==> src/rtl/fetch_inst_queue_pkg.sv <==
// Shared fetch/decode pipeline types for the instruction queue.
// Entry layout and width constants used by the queue and its storage.
package fetch_inst_queue_pkg;

    localparam int unsigned IQ_DEPTH = 8;
    localparam int unsigned PC_W     = 64;
    localparam int unsigned INST_W   = 32;

    typedef struct packed {
        logic [PC_W-1:0]   pc;
        logic [INST_W-1:0] inst;
    } iq_entry_t;

    localparam int unsigned ENTRY_W = $bits(iq_entry_t);

endpackage

==> src/rtl/fetch_inst_queue_ram.sv <==
// Two-write / two-read register file backing the fetch instruction queue.
// Reads are asynchronous so the decoder sees the head with no added latency.
module inst_queue_ram
    import fetch_inst_queue_pkg::*;
#(
    parameter int unsigned DEPTH = IQ_DEPTH,
    parameter int unsigned AW    = $clog2(DEPTH)
) (
    input  logic            clk,
    input  logic            rst_n,
    input  logic            we0_i,
    input  logic [AW-1:0]   waddr0_i,
    input  iq_entry_t       wdata0_i,
    input  logic            we1_i,
    input  logic [AW-1:0]   waddr1_i,
    input  iq_entry_t       wdata1_i,
    input  logic [AW-1:0]   raddr0_i,
    output iq_entry_t       rdata0_o,
    input  logic [AW-1:0]   raddr1_i,
    output iq_entry_t       rdata1_o
);

    iq_entry_t mem_q [DEPTH];

    always_ff @(posedge clk or negedge rst_n) begin
        if (!rst_n) begin
            for (int i = 0; i < int'(DEPTH); i++) begin
                mem_q[i] <= '0;
            end
        end else begin
            if (we0_i) begin
                mem_q[waddr0_i] <= wdata0_i;
            end
            if (we1_i) begin
                mem_q[waddr1_i] <= wdata1_i;
            end
        end
    end

    assign rdata0_o = mem_q[raddr0_i];
    assign rdata1_o = mem_q[raddr1_i];

endmodule

==> src/rtl/fetch_inst_queue.sv <==
// Fetch-to-decode instruction queue: circular buffer taking up to two
// instructions per cycle from fetch and presenting up to two to decode.
module fetch_inst_queue
    import fetch_inst_queue_pkg::*;
#(
    parameter int unsigned DEPTH = IQ_DEPTH
) (
    input  logic              clk,
    input  logic              rst_n,
    input  logic              flush_i,
    input  logic              fetch_inst0_valid_i,
    input  logic [PC_W-1:0]   fetch_inst0_pc_i,
    input  logic [INST_W-1:0] fetch_inst0_inst_i,
    input  logic              fetch_inst1_valid_i,
    input  logic [PC_W-1:0]   fetch_inst1_pc_i,
    input  logic [INST_W-1:0] fetch_inst1_inst_i,
    output logic              fetch_ready_o,
    input  logic              stall_decoder_inst0_i,
    input  logic              stall_decoder_inst1_i,
    output logic              inst0_f1_valid_o,
    output logic [PC_W-1:0]   inst0_f1_pc_o,
    output logic [INST_W-1:0] inst0_f1_inst_o,
    output logic              inst1_f1_valid_o,
    output logic [PC_W-1:0]   inst1_f1_pc_o,
    output logic [INST_W-1:0] inst1_f1_inst_o
);

    localparam int unsigned AW = $clog2(DEPTH);
    localparam int unsigned CW = AW + 1;
    localparam logic [CW-1:0] DEPTH_C = CW'(DEPTH);
    localparam logic [CW-1:0] TWO_C   = CW'(2);

    logic [AW-1:0] rd_ptr_q, rd_ptr_d;
    logic [AW-1:0] wr_ptr_q, wr_ptr_d;
    logic [CW-1:0] count_q, count_d;

    logic [CW-1:0] free_slots;
    logic [AW-1:0] wr_ptr_p1;
    logic [AW-1:0] rd_ptr_p1;
    logic          enq0, enq1;
    logic          deq_en;
    logic [1:0]    enq_cnt, deq_cnt;

    iq_entry_t     wdata0, wdata1;
    iq_entry_t     rdata0, rdata1;

    assign free_slots = DEPTH_C - count_q;
    assign fetch_ready_o = (free_slots >= TWO_C) && !flush_i;

    // Slot 1 is only taken behind a valid slot 0 so order stays contiguous.
    assign enq0 = fetch_ready_o && fetch_inst0_valid_i;
    assign enq1 = enq0 && fetch_inst1_valid_i;
    assign enq_cnt = {1'b0, enq0} + {1'b0, enq1};

    assign inst0_f1_valid_o = (count_q != '0) && !flush_i;
    assign inst1_f1_valid_o = (count_q >= TWO_C) && !flush_i;

    assign deq_en  = !stall_decoder_inst0_i && !stall_decoder_inst1_i;
    assign deq_cnt = deq_en
                   ? ({1'b0, inst0_f1_valid_o} + {1'b0, inst1_f1_valid_o})
                   : 2'd0;

    assign wr_ptr_p1 = wr_ptr_q + AW'(1);
    assign rd_ptr_p1 = rd_ptr_q + AW'(1);

    assign wdata0 = '{pc: fetch_inst0_pc_i, inst: fetch_inst0_inst_i};
    assign wdata1 = '{pc: fetch_inst1_pc_i, inst: fetch_inst1_inst_i};

    inst_queue_ram #(
        .DEPTH (DEPTH),
        .AW    (AW)
    ) u_ram (
        .clk      (clk),
        .rst_n    (rst_n),
        .we0_i    (enq0),
        .waddr0_i (wr_ptr_q),
        .wdata0_i (wdata0),
        .we1_i    (enq1),
        .waddr1_i (wr_ptr_p1),
        .wdata1_i (wdata1),
        .raddr0_i (rd_ptr_q),
        .rdata0_o (rdata0),
        .raddr1_i (rd_ptr_p1),
        .rdata1_o (rdata1)
    );

    assign inst0_f1_pc_o   = inst0_f1_valid_o ? rdata0.pc   : '0;
    assign inst0_f1_inst_o = inst0_f1_valid_o ? rdata0.inst : '0;
    assign inst1_f1_pc_o   = inst1_f1_valid_o ? rdata1.pc   : '0;
    assign inst1_f1_inst_o = inst1_f1_valid_o ? rdata1.inst : '0;

    always_comb begin
        rd_ptr_d = rd_ptr_q + AW'(deq_cnt);
        wr_ptr_d = wr_ptr_q + AW'(enq_cnt);
        count_d  = count_q + CW'(enq_cnt) - CW'(deq_cnt);
        if (flush_i) begin
            rd_ptr_d = '0;
            wr_ptr_d = '0;
            count_d  = '0;
        end
    end

    always_ff @(posedge clk or negedge rst_n) begin
        if (!rst_n) begin
            rd_ptr_q <= '0;
            wr_ptr_q <= '0;
            count_q  <= '0;
        end else begin
            rd_ptr_q <= rd_ptr_d;
            wr_ptr_q <= wr_ptr_d;
            count_q  <= count_d;
        end
    end

endmodule
==> config.mk <==
export PLATFORM = sky130hd
export DESIGN_NAME = fetch_inst_queue
export DESIGN_NICKNAME = d
export VERILOG_FILES = /design/src/rtl/fetch_inst_queue_pkg.sv /design/src/rtl/fetch_inst_queue_ram.sv /design/src/rtl/fetch_inst_queue.sv
export SDC_FILE = /design/constraint.sdc
export NUM_CORES = 2
export LEC_CHECK = 0
export CORE_MARGIN = 2
export CORE_UTILIZATION = 50
export DETAILED_ROUTE_END_ITERATION = 8
export DONT_BUFFER_PORTS = 1
export HOLD_SLACK_MARGIN = 0.06
export PLACE_DENSITY = 0.67
export SYNTH_ARGS = -nofsm -noshare
export SYNTH_HDL_FRONTEND = slang
export SYNTH_SLANG_ARGS = --single-unit
==> constraint.sdc <==
create_clock -name clk -period 3.7 [get_ports clk]
set_input_delay 0.555 -clock clk [delete_from_list [all_inputs] [get_ports clk]]
set_output_delay 0.555 -clock clk [all_outputs]
set_load 0.05 [all_outputs]
==> run_results.csv <==
group,metric,value,unit
die,rows,114,
power,finalPower,0.0426,W
final_layout,fin_nets,4884,
sta,worst_hold_slack,-0.415,ns
sta,relSlewSlack,-1.55,
drt,route.detailed.wl_per_inst,25.4,um
die,pin_count,394,
grt,grt_antenna_before_repair,12,
critical_path,cp.arrival,3.09,ns
logic_synthesis,syn_area_per_cell,10.5,um2
final_layout,final_core_util,0.580,
grt,global_route.overflow_total,0,
drt,routed_wire_length,153000,um
clocking,clk_transition_reported_paths,0.06,ns
logic_synthesis,yosys.cell_types.count,32,
sta,final_period_minus_worst_setup_slack,3.64,ns
power,ir_drop,1250,uV
logic_synthesis,dominantRegCellSynth,"dfrtp_1",
critical_path,r2r_slack,0.29,ns
logic_synthesis,seq_area_frac_synth,0.401,
status,run_status,"finished with violations",
critical_path,start_kind,"flop",
critical_path,critical_path.slowest_cell,"dfrtp_4",
power,power_leakage,28.4,nW
logic_synthesis,synth_cells,4641,
die,floorplan.initialDensity,0.503,
final_layout,synthToLayoutAreaGrowth,15.2,%
drt,final_antenna_net_count,0,
place,placed_cells_incl_taps,5598,
hold_path,min_path_type,"in2async",
clocking,htree_num_levels,3,
critical_path,timing.critical_path.slowest_cell_delay,0.54,ns
logic_synthesis,synth.net_count,4857,
critical_path,crit_path_end_kind,"output port",
logic_synthesis,synth.cell_area,48600,um2
drt,detailedRoute.firstIterationViolations,4219,
job,timing.max_cap.violations,0,
critical_path,required,3.14,ns
sta,final_count_of_negative_setup_slack_endpoints,0,
power,power-per-cell-area,761,nW/um2
sta,unrepaired_setup_endpoints_after_global_routing,"yes",
logic_synthesis,async_flop_share,1.00,
critical_path,cp_top_family,"buffers and inverters",
critical_path,crit_path_cell_trace,"ha_4 -> buf_12 -> buf_4 -> mux4_2 -> nand2_1 -> a21oi_1 -> buf_4",
clocking,cell_at_the_root_of_the_clock_tree,"clkbuf_16",
grt,first_pass_grt_wire_length,233000,um
clocking,cts.sink_count,778,
logic_synthesis,synth.top_cells.by_area,"dfrtp_1, mux2i_1, mux4_2",
clocking,cts_tree,"built",
drt,count_of_vias_placed_by_the_detailed_router,38000,
die,chipWidth,316,um
grt,first_global_vias,37800,
critical_path,cp.depth,7,
final_layout,final_cells,6026,
sta,slew_viol_final,487,
logic_synthesis,synth_area_leader_cell,"dfrtp_1",
critical_path,rr_startpoint,"count_q[1]",
clocking,insertion_delay,0.69,ns
clocking,numCtsBuffers,92,
logic_synthesis,synthesis.yosys.warnings,0,
place,gp_congestion,0.804,
sta,timing_worst_slew_pin_value,3.83,ns
critical_path,ff2ff_path_depth,9,
grt,maximum_number_of_pins_on_one_net_before_global_route_repair,779,
clocking,ctsHoldBuffers,248,
sta,tns,0,ns
grt,globalRouteTotalUtil,0.305,
drt,vias_per_cell,6.31,
critical_path,path_class,"reg2out",
sta,layout_worst_path_cycle_share,0.984,
critical_path,worst_r2r_endpoint,"u_ram.mem_q[20]",
status,violations,"hold timing, slew limit",
logic_synthesis,flip_flop_and_latch_count_after_synthesis,778,
critical_path,cpMostUsedCell,"buf_4",
sta,timing_hold_violations_final,325,
drt,total_iterations_of_the_first_detailed_routing_run,6,
logic_synthesis,post-synth-top-count-cell,"nor2_1",
sta,fin_worst_skew,0.0201,ns
logic_synthesis,synth_top_area_share,0.401,
clocking,ctsLongestPathBuffers,3,
critical_path,critical_path_peak_fanout,24,
die,die_area,99700,um2
place,portBuffers,0,
critical_path,crit_buf_inv,3,
place,post-dp-hpwl,81600,um
logic_synthesis,synth_enable_flop_cells,0,
die,die_h,316,um
sta,achievable-frequency,275,MHz
final_layout,final_layout_size_suffix_gt1_frac,0.176,
die,core-area,96600,um2
drt,detail_route.drc_violations,0,
logic_synthesis,yosys-top-cells-count,"nor2_1, a21oi_1, mux2i_1",
-- how the worst max path moves through the flow --
stage	start	slack (ns)	end
finish	rd_ptr_q[0]	0.06	inst1_f1_inst_o[1]
global route	rd_ptr_q[0]	-0.06	inst1_f1_inst_o[1]
CTS	rd_ptr_q[0]	0.008	inst1_f1_pc_o[49]
detailed placement	count_q[1]	0.67	u_ram.mem_q[462]
global placement	rd_ptr_q[0]	0.72	inst1_f1_pc_o[20]
floorplan	flush_i	0.02	count_q[3]
-- placed cells by master (no fill, tap or decap), types with 3 or more instances in the layout --
cell           count
a21oi_1          864
buf_12            48
buf_16             4
buf_4            218
buf_6              7
bufinv_16          7
clkbuf_1          20
clkbuf_16         93
clkbuf_8          19
clkinv_2          20
clkinv_8           5
clkinvlp_4         3
dfrtp_1          775
dfrtp_4            3
diode_2            8
dlygate4sd3_1    248
fa_1               4
ha_1              12
inv_1             13
mux2i_1          864
mux4_2           384
nand2_1          192
nor2_1           881
nor2b_1            5
nor3_1             6
o211ai_1           6
o21ai_4           10
xnor2_1            5
-- power breakdown --
part / switching (W) / internal (W) / total, W
Sequential: 0.00255 / 0.0117 / 0.0142
Combinational: 0.0101 / 0.00896 / 0.0190
Clock: 0.00388 / 0.00547 / 0.00935
-- repair_timing --
item,CTS,global route
setup endpoints to repair,16,38
buffers inserted,0,3
pin swaps,0,1
endpoints found under the hold margin,1554,778
gates cloned,0,1
resized for setup,6,8
-- logic make-up after synthesis --
family,count (synthesis),share of synthesized area
multiplexers,1248,0.356
AND/OR/NAND/NOR,1095,0.0860
AO/OA/AOI/OAI,884,0.0915
flip-flops,778,0.401
buffers and inverters,609,0.0589
adder cells (fa/ha/maj),17,0.00500
XOR/XNOR,10,0.00180
-- area by class of cell --
| class | count | area, um2 |
|---|---|---|
| Clock buffer | 131 | 2640 |
| Antenna cell | 8 | 20.0 |
| Clock inverter | 37 | 447 |
| Multi-Input combinational cell | 3254 | 26400 |
| Sequential cell | 778 | 19500 |
| Tap cell | 1276 | 1600 |
| Timing Repair Buffer | 527 | 5310 |
| Fill cell | 8015 | 40600 |
| Inverter | 15 | 60.1 |
-- registers in the layout, summed over array words and instances (netlist names) --
register	cells
count_q	4
rd_ptr_q	3
u_ram.mem_q	768
wr_ptr_q	3
-- routing by layer --
metal / vias to the layer above / global-route usage / part of all wire
met3: 343 / 0.0589 / 0.087
met2: 1936 / 0.483 / 0.47
met5: - / 0 / 0.00042
li1: 16600 / - / -
met4: 10 / 0.110 / 0.034
met1: 19100 / 0.420 / 0.40
-- stage by stage --
stage,setup slack [ns],area (um2)
5_1_grt,-0.0634,56000
4_1_cts,0.00846,55900
2_1_floorplan,0.0209,48600
3_3_place_gp,0.716,50300
6_report,0.0592,56000
3_5_place_dp,0.672,50300
Note: power is estimated with default switching activity, not from simulation.
==> patch, RTL diff (same settings) <==
Set the package constant `IQ_DEPTH` to 4 (it was 8).
--- a/src/rtl/fetch_inst_queue_pkg.sv
+++ b/src/rtl/fetch_inst_queue_pkg.sv
@@ -3,5 +3,5 @@
 package fetch_inst_queue_pkg;
 
-    localparam int unsigned IQ_DEPTH = 8;
+    localparam int unsigned IQ_DEPTH = 4;
     localparam int unsigned PC_W     = 64;
     localparam int unsigned INST_W   = 32;
Function: not settled (the Yosys comparison gave no result); the edit may change what the design does.
==> patch against the unedited design <==
- count of clock-buffer cells in the layout down 58
- wire length decreased by 33%
- first-iteration DRC count rose by 5.6%
- sequential cell count is 387 lower
- critical path type unchanged
- register-to-register slack gained 0.09 ns
- total power down 38%
- synthesized cell count shrank 40%
- cell area fell by 49%
- the flow still finishes with violations (hold timing, slew limit)
- largest power group unchanged
- setup slack gained 0.19 ns
- area after synthesis is 46% lower
==> patch: results (changes against the unedited design) <==
Clock tree
  • Worst-Skew Late Latency: 0.60 ns (was 0.69 ns)
  • H-tree Lvls: 2 (was 3)
  • CTS Buf Count: 48 (was 92)

Placed design
  • Hpwl dp: 54290 um (was 81560 um)
  • RePlAce Congestion: 0.8484 (was 0.8044)

Critical path
  • RR Endpoint: u_ram.mem_q[271] (was u_ram.mem_q[20])
  • CP peak stage delay: 0.48 ns (was 0.54 ns)
  • Crit-path max FO: 125 (was 24)
  • Crit path max-delay cell type: nor3b_4 (was dfrtp_4)
  • Critical Path AT: 2.89 ns (was 3.09 ns)
  • FF-to-FF path depth: 8 (was 9)

Timing
  • Final hold vios: 207 (was 325)
  • Clock Skew: 0.009933 ns (was 0.02009 ns)
  • Hold slack: -0.3413 ns (was -0.4147 ns)
  • Final slew viol count: 186 (was 487)

Global routing
  • Largest net degree at the start of global routing: 392 (was 779)
  • Met1 usage: 0.4794 (was 0.4202)
  • Met3 usage: 0.1071 (was 0.05890)
  • Met2 Usage GRT: 0.5419 (was 0.4828)
  • GRT Util Overall: 0.3612 (was 0.3046)
  • Vias in the first global route: 25050 (was 37840)
  • Antenna violations before repair: 2 (was 12)
  • First-pass GRT wire length: 151800 um (was 232900 um)

Logic synthesis
  • Post-synthesis mux area share: 0.1649 (was 0.3560)
  • Mapped Nets: 2992 (was 4857)
  • Share of the yosys chip area belonging to registers: 0.3731 (was 0.4007)
  • Adder-cell share of the synthesized area: 0.005344 (was 0.004996)
  • Xor/xnor cell area share of the yosys netlist: 0.001336 (was 0.001803)
  • Post-synthesis register bit count: 391 (was 778)
  • Synth area leaders: dfrtp_1 (37%), mux4_2 (16%), a31oi_1 (9.2%) (was dfrtp_1 (40%), mux2i_1 (18%), mux4_2 (18%))
  • Post-synth top cells: dfrtp_1 (391), nand3_1 (385), a31oi_1 (384), nor4_1 (384), o21ai_0 (384) (was nor2_1 (881), a21oi_1 (865), mux2i_1 (864))
  • Compound-Gate Fraction of Synth Area: 0.1657 (was 0.09152)

Detailed routing
  • Wl on met1: 37250 um (was 61780 um)
  • DR WL met2: 46370 um (was 72570 um)
  • Top layer in use: met4 (was met5)
  • Final wirelength: 102000 um (was 152800 um)
  • Vias/cell: 7.919 (was 6.305)
  • Detailed Route Iter0 Violations: 4455 (was 4219)

Cells and area
  • ClkCell Share: 0.05644 (was 0.05511)
  • Fraction of layout cells with a size suffix above 1: 0.1761 (was 0.1759)
  • Fill cells: 4371 (was 8015)
  • Inverter count: 8 (was 15)
  • N_diodes: 1 (was 8)
  • Area of the multi-input gates: 14770 um^2 (was 26430 um^2)
  • Comb_multi_in: 1972 (was 3254)
  • Repair and plain buffers: 170 (was 527)
  • Non-clock buffer share: 0.05800 (was 0.09483)
  • Final Net Count: 2800 (was 4884)

Power
  • VDD IR max: 1299 uV (was 1252 uV)
  • Combinational power share: 0.507 (was 0.447)
  • Leak: 9.620 nW (was 28.45 nW)
  • Net Sw Frac: 0.4716 (was 0.3872)

Outcome
  • Failing checks: hold timing, slew limit (unchanged)
  • Status: finished, violations left (unchanged)
## patch: changes by cell type after synthesis, moves of 385 or more
| cell | unedited run | this run |
|---|---|---|
| nor2_1 | 881 | 6 |
| a21oi_1 | 865 | 1 |
| nand3_1 | 0 | 385 |
| dfrtp_1 | 778 | 391 |
| mux2i_1 | 864 | 0 |
## patch: per-stage QoR
stage	util	cell area, um^2	instances	power [mW]	setup WS [ns]
floorplan	-	26220	2783	17.69	0.1852
global placement	0.5246	27080	3219	20.31	0.7595
detailed placement	0.5246	27080	3219	20.80	0.6160
CTS	0.5563	28710	3308	25.72	0.04001
global route	0.5566	28730	3309	27.36	0.1012
finish	0.5567	28730	3310	26.23	0.2514
## patch: timing repair
action,CTS,global route
hold endpoints to repair,398,391
endpoints found under the setup margin,0,97
resized for setup,0,3
## patch: cells by family after synthesis
kind of cell | count (synthesis)
AND/OR/NAND/NOR | 995
AO/OA/AOI/OAI | 771
buffers and inverters | 420
multiplexers | 192
adder cells (fa/ha/maj) | 10
flip-flops | 391
XOR/XNOR | 4
## patch: worst max path at each step
stage | start | endpoint | slack, ns | cells past startpoint
3_3_place_gp | count_q[1] | count_q[2] | 0.76 | 13
2_1_floorplan | flush_i | count_q[2] | 0.19 | 13
3_5_place_dp | count_q[1] | u_ram.mem_q[174] | 0.62 | 8
6_report | count_q[1] | fetch_ready_o | 0.25 | 7
5_1_grt | count_q[1] | fetch_ready_o | 0.10 | 7
4_1_cts | count_q[1] | inst0_f1_pc_o[49] | 0.04 | 6
## patch: critical path, delay by kind of cell (launching register included)
| kind | cells | cell delay [ns] |
|---|---|---|
| buffers and inverters | 3 | 0.75 |
| and+or+nand+nor | 2 | 0.55 |
| adders and majority gates | 2 | 0.47 |
| DFF | 1 | 0.46 |
